===== src/rtl/ctrl_pkg.sv =====
// Shared definitions for the multicycle control FSM: opcodes, ALU op codes,
// state and op-class encodings, and instruction field layout helpers.
// Instruction layout, MSB first: {opcode[2:0], src_a, dest, imm}.
package ctrl_pkg;

  localparam int unsigned OPC_W    = 3;
  localparam int unsigned ALU_OP_W = 4;

  localparam logic [OPC_W-1:0] OP_ADD    = 3'b000;
  localparam logic [OPC_W-1:0] OP_SUB    = 3'b001;
  localparam logic [OPC_W-1:0] OP_DIV    = 3'b010;
  localparam logic [OPC_W-1:0] OP_MUL    = 3'b011;
  localparam logic [OPC_W-1:0] OP_MEMCLR = 3'b100;
  localparam logic [OPC_W-1:0] OP_HALT   = 3'b101;
  localparam logic [OPC_W-1:0] OP_LOAD   = 3'b110;
  localparam logic [OPC_W-1:0] OP_STORE  = 3'b111;

  localparam logic [ALU_OP_W-1:0] ALU_ADD = 4'b1000;
  localparam logic [ALU_OP_W-1:0] ALU_SUB = 4'b1001;
  localparam logic [ALU_OP_W-1:0] ALU_MUL = 4'b1010;
  localparam logic [ALU_OP_W-1:0] ALU_DIV = 4'b1011;

  typedef enum logic [2:0] {
    S_FETCH, S_DECODE, S_READ, S_EXEC, S_MEM, S_WB, S_HALT
  } state_e;

  typedef enum logic [2:0] {
    CLS_ALU, CLS_MEMCLR, CLS_HALT, CLS_LOAD, CLS_STORE
  } op_class_e;

  // Field offsets depend on the datapath and register-address widths.
  function automatic int unsigned imm_width(int unsigned data_w, int unsigned ra_w);
    return data_w - OPC_W - 2 * ra_w;
  endfunction

  function automatic int unsigned dest_lsb(int unsigned data_w, int unsigned ra_w);
    return imm_width(data_w, ra_w);
  endfunction

  function automatic int unsigned src_lsb(int unsigned data_w, int unsigned ra_w);
    return imm_width(data_w, ra_w) + ra_w;
  endfunction

endpackage


===== src/rtl/ctrl_decode.sv =====
// Combinational opcode decoder.
// Ports: opcode in; op_class_c, alu_op_c, is_div_c, needs_mem_c, needs_wb_c out.
module ctrl_decode
  import ctrl_pkg::*;
(
  input  logic [OPC_W-1:0]    opcode,
  output op_class_e           op_class_c,
  output logic [ALU_OP_W-1:0] alu_op_c,
  output logic                is_div_c,
  output logic                needs_mem_c,
  output logic                needs_wb_c
);

  always_comb begin
    op_class_c  = CLS_ALU;
    alu_op_c    = ALU_ADD;
    is_div_c    = 1'b0;
    needs_mem_c = 1'b0;
    needs_wb_c  = 1'b0;
    case (opcode)
      OP_ADD:    begin alu_op_c = ALU_ADD; needs_wb_c = 1'b1; end
      OP_SUB:    begin alu_op_c = ALU_SUB; needs_wb_c = 1'b1; end
      OP_DIV:    begin alu_op_c = ALU_DIV; needs_wb_c = 1'b1; is_div_c = 1'b1; end
      OP_MUL:    begin alu_op_c = ALU_MUL; needs_wb_c = 1'b1; end
      OP_MEMCLR: op_class_c = CLS_MEMCLR;
      OP_HALT:   op_class_c = CLS_HALT;
      OP_LOAD:   begin op_class_c = CLS_LOAD; needs_mem_c = 1'b1; needs_wb_c = 1'b1; end
      OP_STORE:  begin op_class_c = CLS_STORE; needs_mem_c = 1'b1; end
      default:   op_class_c = CLS_ALU;
    endcase
  end

endmodule


===== src/rtl/multicycle_ctrl.sv =====
// Multicycle control FSM sequencing fetch, decode, register read, ALU
// (start/done handshake), memory access and writeback for the mem/reg_bank/ALU
// datapath.
// Ports: clk, rst (async high), resume; mem side pc/instr/mem_en/mem_rw/
// mem_clear/mem_addr/mem_wdata/mem_rdata; reg_bank side src_1/src_2/rd_1/rd_2/
// opwrite/reg_write/reg_data; ALU side alu_a/alu_b/alu_op/alu_start/alu_done/
// alu_res; status halted/err/retired.
module multicycle_ctrl
  import ctrl_pkg::*;
#(
  parameter int unsigned DATA_W  = 32,
  parameter int unsigned RA_W    = 2,
  parameter int unsigned PC_STEP = 1,
  parameter int unsigned CNT_W   = 16
) (
  input  logic                clk,
  input  logic                rst,
  input  logic                resume,
  output logic [DATA_W-1:0]   pc,
  input  logic [DATA_W-1:0]   instr,
  output logic                mem_en,
  output logic                mem_rw,
  output logic                mem_clear,
  output logic [DATA_W-1:0]   mem_addr,
  output logic [DATA_W-1:0]   mem_wdata,
  input  logic [DATA_W-1:0]   mem_rdata,
  output logic [RA_W-1:0]     src_1,
  output logic [RA_W-1:0]     src_2,
  input  logic [DATA_W-1:0]   rd_1,
  input  logic [DATA_W-1:0]   rd_2,
  output logic                opwrite,
  output logic [RA_W-1:0]     reg_write,
  output logic [DATA_W-1:0]   reg_data,
  output logic [DATA_W-1:0]   alu_a,
  output logic [DATA_W-1:0]   alu_b,
  output logic [ALU_OP_W-1:0] alu_op,
  output logic                alu_start,
  input  logic                alu_done,
  input  logic [DATA_W-1:0]   alu_res,
  output logic                halted,
  output logic                err,
  output logic [CNT_W-1:0]    retired
);

  localparam int unsigned IMM_W    = imm_width(DATA_W, RA_W);
  localparam int unsigned DEST_LSB = dest_lsb(DATA_W, RA_W);
  localparam int unsigned SRC_LSB  = src_lsb(DATA_W, RA_W);
  localparam int unsigned OPC_LSB  = DATA_W - OPC_W;

  state_e              state;
  logic [DATA_W-1:0]   ir;
  logic [DATA_W-1:0]   a_q;
  logic [DATA_W-1:0]   b_q;
  logic [DATA_W-1:0]   imm_q;

  logic [DATA_W-1:0]   imm_ext;
  logic [RA_W-1:0]     dest;
  logic [DATA_W-1:0]   pc_next;
  logic [CNT_W-1:0]    retired_next;

  op_class_e           op_class;
  logic [ALU_OP_W-1:0] dec_alu_op;
  logic                is_div;
  logic                needs_mem;
  logic                needs_wb;

  assign imm_ext      = DATA_W'(ir[IMM_W-1:0]);
  assign dest         = ir[DEST_LSB +: RA_W];
  assign pc_next      = pc + DATA_W'(PC_STEP);
  assign retired_next = retired + CNT_W'(1);

  ctrl_decode u_decode (
    .opcode      (ir[OPC_LSB +: OPC_W]),
    .op_class_c  (op_class),
    .alu_op_c    (dec_alu_op),
    .is_div_c    (is_div),
    .needs_mem_c (needs_mem),
    .needs_wb_c  (needs_wb)
  );

  // Main sequencer; strobes default low each cycle so they form single pulses.
  always_ff @(posedge clk or posedge rst) begin
    if (rst) begin
      state     <= S_FETCH;
      ir        <= '0;
      a_q       <= '0;
      b_q       <= '0;
      imm_q     <= '0;
      pc        <= '0;
      mem_en    <= 1'b0;
      mem_rw    <= 1'b0;
      mem_clear <= 1'b0;
      mem_addr  <= '0;
      mem_wdata <= '0;
      src_1     <= '0;
      src_2     <= '0;
      opwrite   <= 1'b0;
      reg_write <= '0;
      reg_data  <= '0;
      alu_a     <= '0;
      alu_b     <= '0;
      alu_op    <= '0;
      alu_start <= 1'b0;
      halted    <= 1'b0;
      err       <= 1'b0;
      retired   <= '0;
    end else begin
      alu_start <= 1'b0;
      mem_clear <= 1'b0;
      opwrite   <= 1'b0;
      case (state)
        S_FETCH: begin
          ir    <= instr;
          state <= S_DECODE;
        end
        S_DECODE: begin
          src_1 <= ir[SRC_LSB +: RA_W];
          src_2 <= dest;
          state <= S_READ;
        end
        S_READ: begin
          a_q   <= rd_1;
          b_q   <= rd_2;
          imm_q <= imm_ext;
          if (op_class == CLS_ALU) begin
            alu_a     <= rd_1;
            alu_b     <= imm_ext;
            alu_op    <= dec_alu_op;
            // Divide by zero never reaches the ALU.
            alu_start <= !(is_div && (imm_ext == '0));
          end
          mem_clear <= (op_class == CLS_MEMCLR);
          state     <= S_EXEC;
        end
        S_EXEC: begin
          case (op_class)
            CLS_ALU: begin
              if (is_div && (imm_q == '0)) begin
                err     <= 1'b1;
                pc      <= pc_next;
                retired <= retired_next;
                state   <= S_FETCH;
              end else if (alu_done) begin
                reg_write <= dest;
                reg_data  <= alu_res;
                if (needs_wb) begin
                  opwrite <= 1'b1;
                  state   <= S_WB;
                end else begin
                  pc      <= pc_next;
                  retired <= retired_next;
                  state   <= S_FETCH;
                end
              end
            end
            CLS_MEMCLR: begin
              pc      <= pc_next;
              retired <= retired_next;
              state   <= S_FETCH;
            end
            CLS_HALT: begin
              halted <= 1'b1;
              state  <= S_HALT;
            end
            default: begin
              mem_en    <= needs_mem;
              mem_rw    <= (op_class == CLS_STORE);
              mem_addr  <= a_q + imm_q;
              mem_wdata <= b_q;
              state     <= S_MEM;
            end
          endcase
        end
        S_MEM: begin
          mem_en <= 1'b0;
          mem_rw <= 1'b0;
          if (needs_wb) begin
            reg_write <= dest;
            reg_data  <= mem_rdata;
            opwrite   <= 1'b1;
            state     <= S_WB;
          end else begin
            pc      <= pc_next;
            retired <= retired_next;
            state   <= S_FETCH;
          end
        end
        S_WB: begin
          pc      <= pc_next;
          retired <= retired_next;
          state   <= S_FETCH;
        end
        S_HALT: begin
          if (resume) begin
            halted  <= 1'b0;
            pc      <= pc_next;
            retired <= retired_next;
            state   <= S_FETCH;
          end
        end
        default: state <= S_FETCH;
      endcase
    end
  end

endmodule


===== config.mk =====
export PLATFORM = sky130hd
export DESIGN_NAME = multicycle_ctrl
export DESIGN_NICKNAME = d
export VERILOG_FILES = /design/src/rtl/ctrl_pkg.sv /design/src/rtl/ctrl_decode.sv /design/src/rtl/multicycle_ctrl.sv
export SDC_FILE = /design/constraint.sdc
export NUM_CORES = 1
export LEC_CHECK = 0
export ABC_AREA = 1
export ABC_CLOCK_PERIOD_IN_PS = 10870
export BUFFER_PORTS_ARGS = -buffer_cell sky130_fd_sc_hd__clkbuf_2
export CAP_MARGIN = 20
export CELL_PAD_IN_SITES_DETAIL_PLACEMENT = 1
export CELL_PAD_IN_SITES_GLOBAL_PLACEMENT = 2
export CORE_ASPECT_RATIO = 1.4
export CORE_MARGIN = 4
export CORE_UTILIZATION = 31
export DETAILED_ROUTE_END_ITERATION = 10
export GPL_ROUTABILITY_DRIVEN = 0
export PLACE_DENSITY = 0.79
export SLEW_MARGIN = 20
export SYNTH_ARGS = -nofsm -noshare
export SYNTH_HDL_FRONTEND = slang
export SYNTH_SLANG_ARGS = --single-unit

===== constraint.sdc =====
create_clock -name clk -period 10.87 [get_ports clk]
set_input_delay 0.5435 -clock clk [delete_from_list [all_inputs] [get_ports clk]]
set_output_delay 0.5435 -clock clk [all_outputs]
set_load 0.02 [all_outputs]

Word-level counts from Yosys, hierarchy flattened
Index checks and enable logic that the tools add are counted.

operators by class
  shifts and indexed selects = 0
  muxes and demuxes = 48
  $add $sub $neg = 3
  reduce and logical (&&, ||, !) cells = 22
  bitwise operators = 1
  divide/modulo/power cells = 0
  eq/ne operators = 25
  order comparisons = 0
  multiply operators = 0

operators by type and width
  kind                                                                    count
  32-bit 2-to-1 mux                                                       8
  32-bit one-hot mux with 2 select lines                                  2
  32-bit one-hot mux with 4 select lines                                  1
  32-bit zero test                                                        2
  16-bit 2-to-1 mux                                                       4
  16-bit one-hot mux with 4 select lines                                  1
  32-bit by 1-bit adder with 32-bit output (second input constant)        1
  32-bit by 25-bit adder with 32-bit output                               1
  16-bit one-hot mux with 2 select lines                                  1
  3-bit equality test (second input constant)                             8
  3-bit one-hot mux with 6 select lines                                   1
  16-bit by 1-bit adder with 16-bit output (second input constant)        1
  3-bit by 2-bit equality test with 1-bit output (second input constant)  5
  1-bit 2-to-1 mux                                                        14
  2-bit inequality test (second input constant)                           7
  3-bit 2-to-1 mux                                                        4
  3-bit one-hot mux with 4 select lines                                   1
  3-bit by 1-bit equality test with 1-bit output (second input constant)  3
  3-bit zero test                                                         3
  3-bit one-hot mux with 3 select lines                                   1
  2-bit 2-to-1 mux                                                        4
  1-bit one-hot mux with 2 select lines                                   4
  2-bit AND reduction                                                     4
  2-bit one-hot mux with 3 select lines                                   1
  14 further kinds                                                        17

storage, ports and cells
  input bits = 164
  flip-flop bits (word level) = 342
  ROM bits = 0
  logic and storage cells = 122
  memories = 0
  bits in latches = 0
  bits in writable memories = 0

Longest topological paths before layout
  word-level depth = 8
  gate-level depth with buffers = 13
  gate-level depth less buffers = 13

By module
Synthesis repeated with hierarchy kept, for this count alone.

unflattened totals
  cells, all modules = 2,053
  area total of the unflattened synthesis = 16,392.0 um^2

by module, submodules not included
  module           area an instance (um^2)  sequential area each (um^2)  cells an instance  times used
  multicycle_ctrl  16,290.6                 8,558.2                      2,033              1
  ctrl_decode      101.3                    0.0                          20                 1

Worst setup path after synthesis
OpenSTA, ideal clock, no wires.

  path kind = register to register
  start = register pc[0]
  end = register pc[20]
  stages on the path, launching flop included = 13
  setup slack = 9.039 ns
  period minus slack after synthesis = 1.831 ns
  buffers on the path = 0
  data arrival time = 1.714 ns
  library setup time = 0.117 ns
  path through = dfrtp_1 ha_1 nand2_1 nor2_1 nand2_1 nor2_1 nand3_1 nand2_1 nand2_1 nand2_1 o21ai_1 nand2_1 nand2_1

between the ends
  longest elaborated chain between the ends = 6
  elaborated cells between the ends (all ways) = 7
  those cells by class = 1 x add/sub; 6 x mux

RTL lines
  item                                        RTL line                                        text
  start: declaration                          multicycle_ctrl.sv:19                           output logic [DATA_W-1:0] pc,
  start signal: assignment                    multicycle_ctrl.sv:140                          pc <= pc_next;
  start signal: assignment                    multicycle_ctrl.sv:150                          pc <= pc_next;
  start signal: assignment                    multicycle_ctrl.sv:157                          pc <= pc_next;
  32-bit by 1-bit adder with 32-bit output *  multicycle_ctrl.sv:69                           assign pc_next = pc + DATA_W'(PC_STEP);
  32-bit 2-to-1 mux                           multicycle_ctrl.sv:146, multicycle_ctrl.sv:177
  32-bit 2-to-1 mux                           multicycle_ctrl.sv:143                          end else if (alu_done) begin
  32-bit 2-to-1 mux                           multicycle_ctrl.sv:138                          if (is_div && (imm_q == '0)) begin
  32-bit one-hot mux with 2 select lines      multicycle_ctrl.sv:136                          case (op_class)
  32-bit one-hot mux with 4 select lines *    multicycle_ctrl.sv:111                          case (state)

Mark *: on every way between the ends. The rest lies on a longest branch, timed or not. The select of a mux whose other input is x is not followed.
A chain may end at the register's enable or synchronous reset.

Worst setup path in the final report
  start = register state[2]
  end = register alu_b[11]

between the ends
  longest elaborated chain between the ends = 2

RTL lines
  item                                            RTL line                text
  start: declaration                              multicycle_ctrl.sv:50   state_e state;
  start signal: assignment                        multicycle_ctrl.sv:84   state <= S_FETCH;
  start signal: assignment                        multicycle_ctrl.sv:114  state <= S_DECODE;
  start signal: assignment                        multicycle_ctrl.sv:119  state <= S_READ;
  3-bit by 2-bit equality test with 1-bit output  multicycle_ctrl.sv:111
  2-bit AND reduction (no line)                   --
  end signal: assignment                          multicycle_ctrl.sv:127  alu_b <= imm_ext;
  end: declaration                                multicycle_ctrl.sv:35   output logic [DATA_W-1:0] alu_b,

Every way passes these cells.

==> flow_summary.json <==
{
  "drive_gt1_share_pct": 18.5,
  "critPathSlowestCell": "buf_4",
  "grt_pass1_vias": 17200,
  "core_um2": 55300,
  "ys_types": 44,
  "finalSetupViolCount": 0,
  "cts_tree": "built",
  "synth_top_area_share_pct": 49.3,
  "clock-sinks": 341,
  "hpwlAfterDp_um": 47100,
  "syn_avg_cell_area_um2": 7.46,
  "antenna_found_initial": 6,
  "setup-tns-final_ns": 0,
  "crit_required_ns": 11.27,
  "relSlewSlack_pct": 36.1,
  "reg2reg_setup_slack_ns": 6.98,
  "async_flop_share_pct": 100,
  "synth_area_um2": 17300,
  "cts_setup_buffers": 0,
  "vias": 16400,
  "post_cts_resized": 0,
  "wl_per_cell_um": 18.2,
  "place_area_um2": 19800,
  "yosysTopAreaCell": "dfrtp_1",
  "synth-main-ff-cell": "dfrtp_1",
  "fin_util_pct": 38.2,
  "max-cap-violations": 0,
  "clockRootBuffer": "clkbuf_16",
  "cp-startpoint": "state[2]",
  "htree_levels": 2,
  "final_hold_viol_count": 0,
  "rsz0062_at_grt": "no",
  "drc": 0,
  "fin_crit_sh_pct": 35.8,
  "die_h_um": 288,
  "clkSlewWorstSetupHoldPaths_ns": 0.06,
  "die_x_um": 208,
  "synthTopCellsByArea": "dfrtp_1 49%, nand2_1 17%, nor2_1 6.1%, inv_1 5.1%, o21ai_0 3.3%",
  "synth_seq_cells": 341,
  "ioPinCount": 389,
  "synth-edff-count": 0,
  "clockBufferDepth": 3,
  "drv_slew": 0,
  "crit_family": "buffers and inverters",
  "layout_min_cycle_time_ns": 3.89,
  "multi_input_area_um2": 7420,
  "rows": 102,
  "totalWireLength_um": 62500,
  "crit_path_end_kind": "flip-flop",
  "skew_ns": 0.0234,
  "yosysWarnings": 0,
  "grt_first_pass_wirelength_um": 96500,
  "grt_overflow": 0,
  "holdBufCountCts": 0,
  "max_stage_delay_ns": 0.76,
  "clk_latency_ns": 0.57,
  "stdcell_area_um2": 21100,
  "power.density_nw_per_um2": 323,
  "drtIter0Drc": 683,
  "syn_inst": 2319,
  "r2r-start": "state[2]",
  "critPathBufInv": 4,
  "rr_endpoint": "alu_b[11]",
  "cpMostUsedCell": "buf_4",
  "p_leak_nw": 11.1,
  "status": "finished clean",
  "via_per_inst": 4.79,
  "start_util_pct": 31.3,
  "synth_common_cells": "794 x nand2_1, 341 x dfrtp_1, 282 x nor2_1, 236 x inv_1, 114 x o21ai_0",
  "dieArea_um2": 59700,
  "crit_chain": "nor3_4, buf_4, inv_2, nor2_1, clkinv_2, buf_4, nand2_1, o21ai_1",
  "fillers": 6956,
  "critPathKind": "flip-flop to flip-flop",
  "cts_made_buffers": 39,
  "ir_drop_uv": 108,
  "worst_slew_pin_slew_ns": 0.958,
  "max_freq_mhz": 257,
  "grt_usage_pct": 20.2,
  "nNetsFinal": 2858,
  "critPathArrivalTime_ns": 4.30,
  "register_area_um2": 8530,
  "r2r_cells": 8,
  "worstPathMaxFanout": 104,
  "startpoint_type": "flip-flop",
  "grt_max_degree": 108,
  "port_buffers": 380,
  "area_growth_syn_to_layout_pct": 21.9,
  "hold_path_class": "input pin to async pin",
  "dr.pass1.iters": 5,
  "ant_nets": 0,
  "synth.most_common_cell": "nand2_1",
  "yosysSeqAreaShare_pct": 49.3
}
## metrics by stage
step | power [mW] | instances | hold slack, ns | worst slack (ns)
finish | 6.80 | 3427 | 0.0940 | 6.98
global route | 7.40 | 3427 | 0.142 | 6.57
CTS | 6.93 | 3421 | 0.0927 | 6.95
detailed placement | 5.60 | 3353 | 0.455 | 6.97
global placement | 5.48 | 3353 | 0.454 | 7.13
floorplan | 4.42 | 2326 | 0.442 | 0.875
## layout make-up
cell class | instances | share of cell area [%]
antenna | 6 | 0.0712
multi-input combinational | 1636 | 35.2
sequential | 341 | 40.5
clock inverter | 14 | 0.682
timing repair buffer | 395 | 9.57
tap | 728 | 4.32
clock buffer | 54 | 5.13
inverter | 253 | 4.55
## logic make-up after synthesis
kind of cell	count (synthesis)	share of synthesized area, %
AO/OA/AOI/OAI	321	10.3
XOR/XNOR	24	1.21
adder cells (fa/ha/maj)	28	2.07
buffers and inverters	349	8.02
flip-flops	341	49.3
other	1	0.0217
AND/OR/NAND/NOR	1255	29.1
## worst register-to-register path, cell delays in order (launching register included)
cell      delay (ns)
dfrtp_1         0.49
nor3_4          0.19
buf_4           0.76
inv_2           0.09
nor2_1          0.64
clkinv_2        0.74
buf_4           0.58
nand2_1         0.20
o21ai_1         0.07
## flip-flops by register name, summed over array words and instances, names as in the netlist, 2 cells and up
signal and count:
imm_q 25, state 3, src_1 2, mem_wdata 32, alu_b 25, pc 32, b_q 32, reg_write 2
mem_addr 32, src_2 2, a_q 32, ir 32, alu_a 32, retired 16, reg_data 32, alu_op 3
## layout by cell type, fill, tap and decap left out, drive strengths merged, types with 2 or more instances in the layout
| master | netlist | final |
|---|---|---|
| nand2 | 797 | 797 |
| diode | 0 | 6 |
| conb | 1 | 8 |
| dfrtp | 341 | 341 |
| nor3 | 23 | 23 |
| nor4 | 7 | 7 |
| o21bai | 2 | 2 |
| nand4 | 16 | 16 |
| clkinv | 2 | 14 |
| o21ai | 210 | 210 |
| or2 | 5 | 5 |
| nand3 | 110 | 110 |
| xnor2 | 12 | 12 |
| a21o | 2 | 2 |
| ha | 27 | 27 |
| clkbuf | 62 | 434 |
| o31ai | 32 | 32 |
| and2 | 3 | 3 |
| nand3b | 7 | 7 |
| a22oi | 4 | 4 |
| xor2 | 12 | 12 |
| nor2 | 286 | 286 |
| inv | 251 | 250 |
| clkinvlp | 0 | 2 |
| buf | 34 | 15 |
| a21oi | 66 | 66 |
## report_power, final
part	switching, mW	leakage, nW	internal [mW]
Sequential	0.402	4.24	1.83
Clock	0.562	0.597	0.726
Combinational	2.29	6.29	0.995
## how the worst max path moves through the flow
stage,to,slack [ns],cells after the start
after floorplan,a_q[0],0.87,1
after global placement,alu_b[15],7.13,8
after detailed placement,alu_b[20],6.97,8
after CTS,alu_b[20],6.95,8
after global routing,alu_a[6],6.57,8
final,alu_b[11],6.98,8
## routing by layer
metal	global-route usage [%]	up-vias	part of all wire, %
li1	-	7964	-
met1	23.5	8009	40
met2	37.8	322	53
met3	2.82	111	3.4
met4	7.46	0	3.8
met5	0	-	0
(Power assumes the default switching activity.)
